**config.mk**
```make
export PLATFORM = sky130hd
export DESIGN_NAME = rgb_mixer_n
export DESIGN_NICKNAME = d
export VERILOG_FILES = /design/src/rtl/rgb_mixer_pkg.sv /design/src/rtl/mixer_channel.sv /design/src/rtl/rgb_mixer_n.sv
export SDC_FILE = /design/constraint.sdc
export NUM_CORES = 1
export LEC_CHECK = 0
export CORE_AREA = 5 5 148 121
export CTS_CLUSTER_SIZE = 14
export DETAILED_ROUTE_END_ITERATION = 6
export DIE_AREA = 0 0 153 126
export SYNTH_ARGS = -nofsm -noshare
export SYNTH_HDL_FRONTEND = slang
export SYNTH_HIERARCHICAL = 1
export SYNTH_SLANG_ARGS = --single-unit
export TNS_END_PERCENT = 10
```
**constraint.sdc**
```tcl
create_clock -name clk -period 2.8 [get_ports clk]
set_clock_uncertainty 0.2 [all_clocks]
set_input_delay 0.56 -clock clk [delete_from_list [all_inputs] [get_ports clk]]
set_output_delay 0.56 -clock clk [all_outputs]
set_load 0.02 [all_outputs]
```
**src/rtl/rgb_mixer_pkg.sv**
```systemverilog
// rgb_mixer_pkg: shared types, widths and the level step function for the
// N-channel encoder-to-PWM mixer.
//   enc_ev_e    : per-channel encoder event (none / increment / decrement)
//   CH_IDX_W    : width of the host channel-select field
//   MAX_W       : widest supported level, sizes the step function datapath
//   DB_CNT_W    : debounce counter width (covers DB_CYCLES up to 255)
//   step_level(): apply one signed step with clamp or modulo behaviour
package rgb_mixer_pkg;

  localparam int unsigned CH_IDX_W = 3;
  localparam int unsigned MAX_W    = 12;
  localparam int unsigned DB_CNT_W = 8;

  typedef enum logic [1:0] {
    EV_NONE = 2'd0,
    EV_INC  = 2'd1,
    EV_DEC  = 2'd2
  } enc_ev_e;

  // Step a level by +/-step in (width+1)-bit arithmetic. Levels narrower than
  // MAX_W arrive zero-extended; the result is masked back to 'width' bits, so
  // the wrap mode is modulo 2^width and the saturate mode clamps to 0/2^width-1.
  function automatic logic [MAX_W-1:0] step_level(
    input logic [MAX_W-1:0] level,
    input enc_ev_e          ev,
    input int unsigned      width,
    input logic [MAX_W-1:0] step,
    input logic             saturate
  );
    logic [MAX_W:0] full_max;
    logic [MAX_W:0] res;
    full_max = '0;
    for (int unsigned i = 0; i < MAX_W; i++) begin
      if (i < width) full_max[i] = 1'b1;
    end
    res = {1'b0, level};
    case (ev)
      EV_INC: begin
        res = {1'b0, level} + {1'b0, step};
        if (saturate && (res > full_max)) res = full_max;
      end
      EV_DEC: begin
        if (saturate && (step > level)) res = '0;
        else                            res = {1'b0, level} - {1'b0, step};
      end
      default: res = {1'b0, level};
    endcase
    return MAX_W'(res & full_max);
  endfunction

endpackage

```
**src/rtl/mixer_channel.sv**
```systemverilog
// mixer_channel: one encoder/PWM channel.
//   clk, reset  : system clock, synchronous active-high reset
//   enc_a/enc_b : raw asynchronous, bouncy encoder pins
//   load_en     : host preset for this channel (already decoded)
//   load_value  : preset level
//   pwm_cnt     : shared free-running PWM counter
//   wrap        : high on the cycle the shared counter is at its maximum
//   pwm         : registered PWM output
//   level       : current level register
module mixer_channel
  import rgb_mixer_pkg::*;
#(
  parameter int unsigned WIDTH     = 8,
  parameter int unsigned DB_CYCLES = 4,
  parameter int unsigned STEP      = 1,
  parameter bit          SATURATE  = 1'b1
) (
  input  logic             clk,
  input  logic             reset,
  input  logic             enc_a,
  input  logic             enc_b,
  input  logic             load_en,
  input  logic [WIDTH-1:0] load_value,
  input  logic [WIDTH-1:0] pwm_cnt,
  input  logic             wrap,
  output logic             pwm,
  output logic [WIDTH-1:0] level
);

  localparam logic [DB_CNT_W-1:0] DB_LAST = DB_CNT_W'(DB_CYCLES - 1);

  // Index 0 is the A pin, index 1 the B pin throughout.
  logic [1:0]          raw;
  logic [1:0]          sync1;
  logic [1:0]          sync2;
  logic [1:0]          db;
  logic [1:0]          prev;
  logic [DB_CNT_W-1:0] db_cnt [2];

  logic                a_chg;
  logic                b_chg;
  enc_ev_e             ev_c;
  logic [WIDTH-1:0]    next_level_c;
  logic [WIDTH-1:0]    active_level;

  assign raw = {enc_b, enc_a};

  // Two-flop synchroniser and per-pin debounce: a pin flips only after
  // DB_CYCLES consecutive disagreeing samples; any agreement restarts the count.
  always_ff @(posedge clk) begin
    if (reset) begin
      sync1  <= '0;
      sync2  <= '0;
      db     <= '0;
      db_cnt <= '{default: '0};
    end else begin
      sync1 <= raw;
      sync2 <= sync1;
      for (int i = 0; i < 2; i++) begin
        if (sync2[i] == db[i]) begin
          db_cnt[i] <= '0;
        end else if (db_cnt[i] == DB_LAST) begin
          db[i]     <= sync2[i];
          db_cnt[i] <= '0;
        end else begin
          db_cnt[i] <= db_cnt[i] + DB_CNT_W'(1);
        end
      end
    end
  end

  // Previous debounced pins for edge detection.
  always_ff @(posedge clk) begin
    if (reset) prev <= '0;
    else       prev <= db;
  end

  // After a single-pin edge, the listed +STEP cases (a rise with b=0, a fall
  // with b=1) and -STEP cases (b rise with a=0, b fall with a=1) are exactly
  // those that leave the two pins unequal. Simultaneous edges are dropped.
  always_comb begin
    ev_c         = EV_NONE;
    a_chg        = db[0] ^ prev[0];
    b_chg        = db[1] ^ prev[1];
    if (a_chg && !b_chg && (db[0] != db[1])) ev_c = EV_INC;
    if (b_chg && !a_chg && (db[0] != db[1])) ev_c = EV_DEC;
    next_level_c = WIDTH'(step_level(MAX_W'(level), ev_c, WIDTH,
                                     MAX_W'(STEP), SATURATE));
  end

  // Level register; a host load wins over a same-cycle encoder event.
  always_ff @(posedge clk) begin
    if (reset)                  level <= '0;
    else if (load_en)           level <= load_value;
    else if (ev_c != EV_NONE)   level <= next_level_c;
  end

  // The compare level is only refreshed as the counter wraps, so a period in
  // flight is never shortened or stretched by a level change.
  always_ff @(posedge clk) begin
    if (reset) begin
      active_level <= '0;
      pwm          <= 1'b0;
    end else begin
      if (wrap) active_level <= level;
      pwm <= (pwm_cnt < active_level);
    end
  end

endmodule

```
**src/rtl/rgb_mixer_n.sv**
```systemverilog
// rgb_mixer_n: N-channel rotary-encoder to PWM mixer with host preset port.
//   clk, reset : system clock, synchronous active-high reset
//   enc_a/enc_b: raw encoder pins, one bit per channel
//   load_valid : one-cycle host preset strobe
//   load_ch    : preset target channel (values >= NUM_CH are ignored)
//   load_value : preset level
//   pwm_out    : registered PWM output per channel
//   level_out  : level registers, channel i at [i*WIDTH +: WIDTH]
module rgb_mixer_n
  import rgb_mixer_pkg::*;
#(
  parameter int unsigned NUM_CH    = 3,
  parameter int unsigned WIDTH     = 8,
  parameter int unsigned DB_CYCLES = 4,
  parameter int unsigned STEP      = 1,
  parameter bit          SATURATE  = 1'b1
) (
  input  logic                    clk,
  input  logic                    reset,
  input  logic [NUM_CH-1:0]       enc_a,
  input  logic [NUM_CH-1:0]       enc_b,
  input  logic                    load_valid,
  input  logic [CH_IDX_W-1:0]     load_ch,
  input  logic [WIDTH-1:0]        load_value,
  output logic [NUM_CH-1:0]       pwm_out,
  output logic [NUM_CH*WIDTH-1:0] level_out
);

  logic [WIDTH-1:0] pwm_cnt;
  logic             wrap_c;

  // Shared free-running PWM counter, period 2^WIDTH.
  always_ff @(posedge clk) begin
    if (reset) pwm_cnt <= '0;
    else       pwm_cnt <= pwm_cnt + WIDTH'(1);
  end

  assign wrap_c = (pwm_cnt == {WIDTH{1'b1}});

  // One channel per encoder; out-of-range load_ch matches no channel.
  for (genvar g = 0; g < NUM_CH; g++) begin : g_ch
    logic load_en_c;
    assign load_en_c = load_valid && (load_ch == CH_IDX_W'(g));

    mixer_channel #(
      .WIDTH     (WIDTH),
      .DB_CYCLES (DB_CYCLES),
      .STEP      (STEP),
      .SATURATE  (SATURATE)
    ) u_ch (
      .clk        (clk),
      .reset      (reset),
      .enc_a      (enc_a[g]),
      .enc_b      (enc_b[g]),
      .load_en    (load_en_c),
      .load_value (load_value),
      .pwm_cnt    (pwm_cnt),
      .wrap       (wrap_c),
      .pwm        (pwm_out[g]),
      .level      (level_out[g*WIDTH +: WIDTH])
    );
  end

endmodule

```
==> results of run 1 <==
## power breakdown
group	total (mW)	internal (mW)	switching [mW]
Clock	1.98	1.14	0.836
Sequential	1.93	1.89	0.0360
Combinational	0.337	0.155	0.182
## synthesized netlist by cell type (all sizes together) (4+ instances only)
cell / number
inv: 48
a21o: 5
a2111oi: 6
nand2: 44
xor2: 35
xnor2: 22
dfxtp: 131
nor3: 20
a22o: 4
nor4b: 9
a211oi: 6
a21oi: 37
nor3b: 6
nand3: 59
nand4: 7
and2: 6
mux2i: 34
o31ai: 10
or3: 6
a31oi: 16
nor2b: 26
or4b: 4
clkbuf: 32
ha: 35
a221oi: 4
and3: 25
buf: 13
nor2: 106
o21ai: 20
nand2b: 5
nor4: 6
a211o: 4
## kinds of logic after synthesis
logic type                 Yosys count  synth area share (%)
AOI/OAI and AO/OA                  141                  14.1
adders and majority gates           35                  6.11
muxes                               35                  4.90
and+or+nand+nor                    347                  25.6
buffers and inverters               94                  5.69
xor gates and xnor gates            57                  6.96
DFF                                131                  36.6
## final timing paths
path | startpoint | endpoint | slack [ns]
hold / removal | g_ch[0].u_ch/sync1[0] | g_ch[0].u_ch/sync2[0] | 0.24
setup / recovery | g_ch[2].u_ch/level[5] | level_out[21] | 0.26
hold reg to reg | g_ch[0].u_ch/sync1[0] | g_ch[0].u_ch/sync2[0] | 0.24
setup reg to reg | g_ch[1].u_ch/level[1] | g_ch[1].u_ch/level[6] | 0.38
## per-layer routing
metal | wire length [um] | global-route usage [%]
met3 | 904 | 4.46
met5 | 0 | 0
met1 | 8490 | 25.6
met2 | 8080 | 29.9
met4 | 192 | 5.50
## registers in the layout, indices dropped and copies added, names as in the netlist
register                count
g_ch.u_ch/active_level     24
g_ch.u_ch/db                6
g_ch.u_ch/db_cnt           48
g_ch.u_ch/level            24
g_ch.u_ch/prev              6
g_ch.u_ch/pwm               3
g_ch.u_ch/sync1             6
g_ch.u_ch/sync2             6
pwm_cnt                     8
## area by class of cell
class	instances	area [sq um]
clock buffer	19	443
clock inverter	12	87.6
fill	1515	7880
inverter	49	184
multi-input combinational	615	4160
sequential	131	2620
tap	220	275
timing repair buffer	67	641
==> summary.md, run 1 <==
| Metric | Value |
|---|---|
| Status | `complete, no violations` |
| Yosys warns | `6` |
| Worst path max stage delay | `0.71 ns` |
| Placed cells | `1082` |
| Synth Instances | `840` |
| Placed Area | `7880 sq um` |
| Min-delay worst type | `flip-flop to flip-flop` |
| Total power | `approximately 4.2 mW` |
| Min cycle time layout | `2.54 ns` |
| Area grow syn2layout | `17.3%` |
| Max transition margin | `59.6%` |
| CP required | `2.04 ns` |
| Die area | `19300 sq um` |
| Register-to-Register Path Depth | `6` |
| Cell area after layout | `8410 sq um` |
| Synth top area cells | `dfxtp_1 (37%), ha_1 (6.1%), nor2_1 (5.5%), mux2i_1 (4.7%), xor2_1 (4.3%)` |
| Worst setup SP type | `flip-flop` |
| Register bit total from synthesis | `roughly 130` |
| P_leak | `3.06 nW` |
| Post-Synthesis Cell Area | `7170 sq um` |
| Post-synth top area share | `36.6%` |
| TNS Setup | `0 ns` |
| WP depth | `1` |
| DR vias | `6200` |
| Synthesized Nets | `895` |
| Slew Limit Fails | `0` |
| First-pass GRT wire length | `between 30000 and 40000 um` |
| Post-CTS Resized | `0` |
| Peak supply drop | `0.000430 V` |
| Worst Setup Slack, final | `0.261 ns` |
| Maximum clock rate | `394 MHz` |
| Antenna violation net count after detailed routing | `0` |
| Congestion Overflow GR | `0` |
| Layout net count | `about 940` |
| Synthesized area per cell | `around 8.5 sq um` |
| Final setup fails | `0` |
| TritonCTS buffer count | `17` |
| Data arrival, critical path | `1.78 ns` |
| Final cell count without fillers | `between 1000 and 1500` |
| Critical path endpoint category | `output port` |
| Die W | `between 150 and 200 um` |
| Post-DP HPWL | `13000 um` |
| Power Density | `505 nW/um^2` |
| Main synth FF type | `dfxtp_1` |
| Final hold vios | `0` |
| Clk sink count | `131` |
| Drt first pass iters | `5` |
| Final wirelength | `17700 um` |
| Crit-path cells | `clkdlybuf4s50_1` |
| Slowest cell on crit path | `clkdlybuf4s50_1` |
| Placer congestion estimate | `0.941` |
| Buffers plus inverters on the worst setup path | `1` |
| Total core area | `16300 sq um` |
| Post-CTS Repair Setup Buffers | `0` |
| Critical Setup Path Class | `flip-flop to output port` |
| Hold slack | `0.235 ns` |
| Layout cells sized above 1 | `8.85%` |
| Initial antenna violation count | `0` |
| # diodes | `0` |
| Die Y-Extent | `126 um` |
| Total GRT Usage | `between 10% and 20%` |
| # hold bufs at CTS | `0` |
| Post-synth cell types | `between 70 and 80` |
| Ys async rst share | `0%` |
| Pre-CTS setup slack | `about 0.18 ns` |
| TritonCTS clock tree | `yes` |
| Min-Delay Path Depth | `1` |
| DR iter-0 viols | `343` |
| Crit path max-delay family | `buffers and inverters` |
| Pin count of the biggest net entering global routing | `36` |
| Port buffer count | `46` |
| Leading cell type in the layout, fill and taps excluded | `dfxtp_1` |
| Reg clk slew, reported paths | `0.06 ns` |
| Commonest cells after routing, fill and taps aside | `dfxtp_1 (131), nor2_1 (105), nand3_1 (59)` |
| Avg WL per Cell | `15.9 um` |
| Util after Layout | `51.7%` |
| Crit-path max FO | `12` |
| Via-per-instance ratio | `5.57` |
| Root Driver | `clkbuf_16` |
| Ports | `between 40 and 50` |
| Final period util | `roughly nine tenths` |
| Core Rows | `42` |
| # Max-Cap Violations | `0` |
| RSZ-0062 raised after global routing | `no` |
| CTS max path bufs | `2` |
| Residual DRC count | `0` |
| Seq/Total Area, Yosys | `36.6%` |
| Initial Util | `about 44%` |
| Vias in the first global route | `6057` |
| Number of synthesized flops with an enable pin | `0` |
| Biggest area consumer among synthesized cells | `dfxtp_1` |
| Clk Latency, worst-skew pair | `0.42 ns` |
| Worst slew pin tran | `0.601 ns` |
| H-tree depth | `4` |
Power figures use the tool's default switching activity.
==> inputs of run 2 (changes only) <==
--- a/config.mk
+++ b/config.mk
@@ -5,10 +5,13 @@
 export SDC_FILE = /design/constraint.sdc
 export NUM_CORES = 1
 export LEC_CHECK = 0
-export CORE_AREA = 5 5 148 121
+export CELL_PAD_IN_SITES_DETAIL_PLACEMENT = 1
+export CELL_PAD_IN_SITES_GLOBAL_PLACEMENT = 2
+export CORE_AREA = 5 5 162 133
 export CTS_CLUSTER_SIZE = 14
 export DETAILED_ROUTE_END_ITERATION = 6
-export DIE_AREA = 0 0 153 126
+export DIE_AREA = 0 0 167 138
+export PLACE_DENSITY_LB_ADDON = 0.1
 export SYNTH_ARGS = -nofsm -noshare
 export SYNTH_HDL_FRONTEND = slang
 export SYNTH_HIERARCHICAL = 1
==> run 2 against run 1 <==
Via count up 0.81%; final area up 2.3%; combinational power up 4%; sequential cell count unchanged; sequential share of layout area down 0.69 points; global-route usage down 1.0 points; hold slack better by 0.0059 ns; die area up 20%; sequential power about the same; critical path depth unchanged; cell count up 4.4%; largest cell class unchanged.
==> summary.md, run 2 (same netlist as run 1, synthesis figures left out) <==
| Metric | Value |
|---|---|
| Slew Limit Fails | `0 (unchanged)` |
| Total GRT Usage | `17.7% (-1.0 points)` |
| DR vias | `6250 (+0.81%)` |
| DR iter-0 viols | `269 (-22%)` |
| Post-CTS Repair Setup Buffers | `0 (unchanged)` |
| Metal1 wirelength | `10100 um (+19%)` |
| Worst Setup Slack, final | `0.199 ns (-0.0617 ns)` |
| Leading cell type in the layout, fill and taps excluded | `dfxtp_1` |
| Core Rows | `46 (+9.5%)` |
| Pin count of the biggest net entering global routing | `54 (+50%)` |
| Worst slew pin tran | `0.661 ns (+0.0598 ns)` |
| TNS Setup | `0 ns (unchanged)` |
| TritonCTS buffer count | `17 (unchanged)` |
| Routed met2 length | `9600 um (+19%)` |
| Clk Latency, worst-skew pair | `0.42 ns (about the same)` |
| H-tree depth | `4 (unchanged)` |
| Status | `complete, no violations` |
| Critical path endpoint category | `output port` |
| Commonest cells after routing, fill and taps aside | `dfxtp_1 (131), nor2_1 (105), nand3_1 (59)` |
| Highest metal used | `met4` |
| Final hold vios | `0 (unchanged)` |
| Area grow syn2layout | `20.0%` |
| Antenna violation net count after detailed routing | `0 (unchanged)` |
| Final period util | `92.9% (+2.2 points)` |
| Critical Setup Path Class | `flip-flop to output port` |
| Largest register FFs | `48 (unchanged)` |
| TritonCTS clock tree | `yes` |
| CTS max path bufs | `2 (unchanged)` |
| First-pass GRT wire length | `33700 um (+12%)` |
| Die area | `23000 sq um (+20%)` |
| Avg WL per Cell | `17.7 um (+12%)` |
| Final setup fails | `0 (unchanged)` |
| Via-per-instance ratio | `5.38 (-3.4%)` |
| Data arrival, critical path | `1.84 ns (+0.06 ns)` |
| DR WL met3 | `613 um (-32%)` |
| Cell area after layout | `8610 sq um (+2.3%)` |
| Total core area | `19600 sq um (+20%)` |
| Crit path max-delay family | `buffers and inverters` |
| Root Driver | `clkbuf_16` |
| Placed Area | `7980 sq um (+1.2%)` |
| Buffers plus inverters on the worst setup path | `1 (unchanged)` |
| Die W | `167 um (+9.2%)` |
| Placer congestion estimate | `0.904 (-3.9%)` |
| Peak supply drop | `0.000331 V (-23%)` |
| Hold slack | `0.241 ns (+0.00585 ns)` |
| Initial antenna violation count | `0 (unchanged)` |
| Min-delay worst type | `flip-flop to flip-flop` |
| Top Registers | `g_ch.u_ch/db_cnt (48), g_ch.u_ch/active_level (24), g_ch.u_ch/level (24)` |
| Post-CTS Resized | `0 (unchanged)` |
| CP required | `2.04 ns (about the same)` |
| Max transition margin | `56.0% (-3.7 points)` |
| # Max-Cap Violations | `0 (unchanged)` |
| Worst setup SP type | `flip-flop` |
| Biggest register | `g_ch.u_ch/db_cnt` |
| P_leak | `3.16 nW (+3.3%)` |
| Ports | `47 (unchanged)` |
| Die Y-Extent | `138 um (+9.5%)` |
| Layout cells sized above 1 | `9.35% (+0.51 points)` |
| Port buffer count | `46 (unchanged)` |
| Min cycle time layout | `2.60 ns (+0.0617 ns)` |
| Post-DP HPWL | `15200 um (+16%)` |
| Slowest cell on crit path | `clkdlybuf4s50_1` |
| Util after Layout | `43.8% (-7.8 points)` |
| Layout net count | `940 (+0.43%)` |
| Vias in the first global route | `6548 (+8.1%)` |
| Drt first pass iters | `4 (-1)` |
| Final wirelength | `20600 um (+17%)` |
| # hold bufs at CTS | `0 (unchanged)` |
| Crit-path cells | `clkdlybuf4s50_1` |
| Power Density | `544 nW/um^2 (+7.7%)` |
| Worst path max stage delay | `0.72 ns (about the same)` |
| Reg clk slew, reported paths | `0.06 ns (about the same)` |
| Initial Util | `36.5% (-7.5 points)` |
| Clk sink count | `131 (unchanged)` |
| Crit-path max FO | `14 (+2)` |
| RSZ-0062 raised after global routing | `no` |
| Congestion Overflow GR | `0 (unchanged)` |
| Residual DRC count | `0 (unchanged)` |
| Pre-CTS setup slack | `-0.0566 ns (-0.232 ns)` |
| # diodes | `0 (unchanged)` |
| Maximum clock rate | `384 MHz (-2.4%)` |
-- run 2: layout make-up --
class                   count  area, sq um
inverters                  49          184
multi-input cells         615         4170
flip-flops and latches    131         2620
clock inverters            14          199
well taps                 264          330
repair buffers             71          671
fillers                  2307        11000
clock buffers              18          429
-- run 2: final timing paths --
| path | startpoint | end | slack (ns) | depth (start not counted) |
|---|---|---|---|---|
| setup / recovery | g_ch[0].u_ch/level[2] | level_out[2] | 0.20 | 1 |
| hold / removal | g_ch[2].u_ch/sync1[1] | g_ch[2].u_ch/sync2[1] | 0.24 | 1 |
| setup reg to reg | g_ch[1].u_ch/level[1] | g_ch[1].u_ch/level[6] | 0.33 | 6 |
| hold reg to reg | g_ch[2].u_ch/sync1[1] | g_ch[2].u_ch/sync2[1] | 0.24 | 1 |
-- run 2: routing by layer --
layer | vias up | track usage, %
li1 | 3062 | -
met5 | - | 0
met3 | 21 | 3.42
met1 | 3061 | 24.0
met4 | 0 | 5.08
met2 | 106 | 28.9
-- run 2: power breakdown --
group	leakage [nW]	internal (mW)	total (mW)	switching [mW]
Sequential	1.06	1.89	1.93	0.0364
Combinational	1.79	0.159	0.349	0.190
Clock	0.306	1.50	2.40	0.897
Total	3.16	3.56	4.68	1.12
-- run 2: metrics by stage --
stage	total power, mW	cells
3_3_place_gp	2.32	1130
2_1_floorplan	2.17	840
5_1_grt	4.86	1162
3_5_place_dp	2.32	1130
6_report	4.68	1162
4_1_cts	4.76	1162
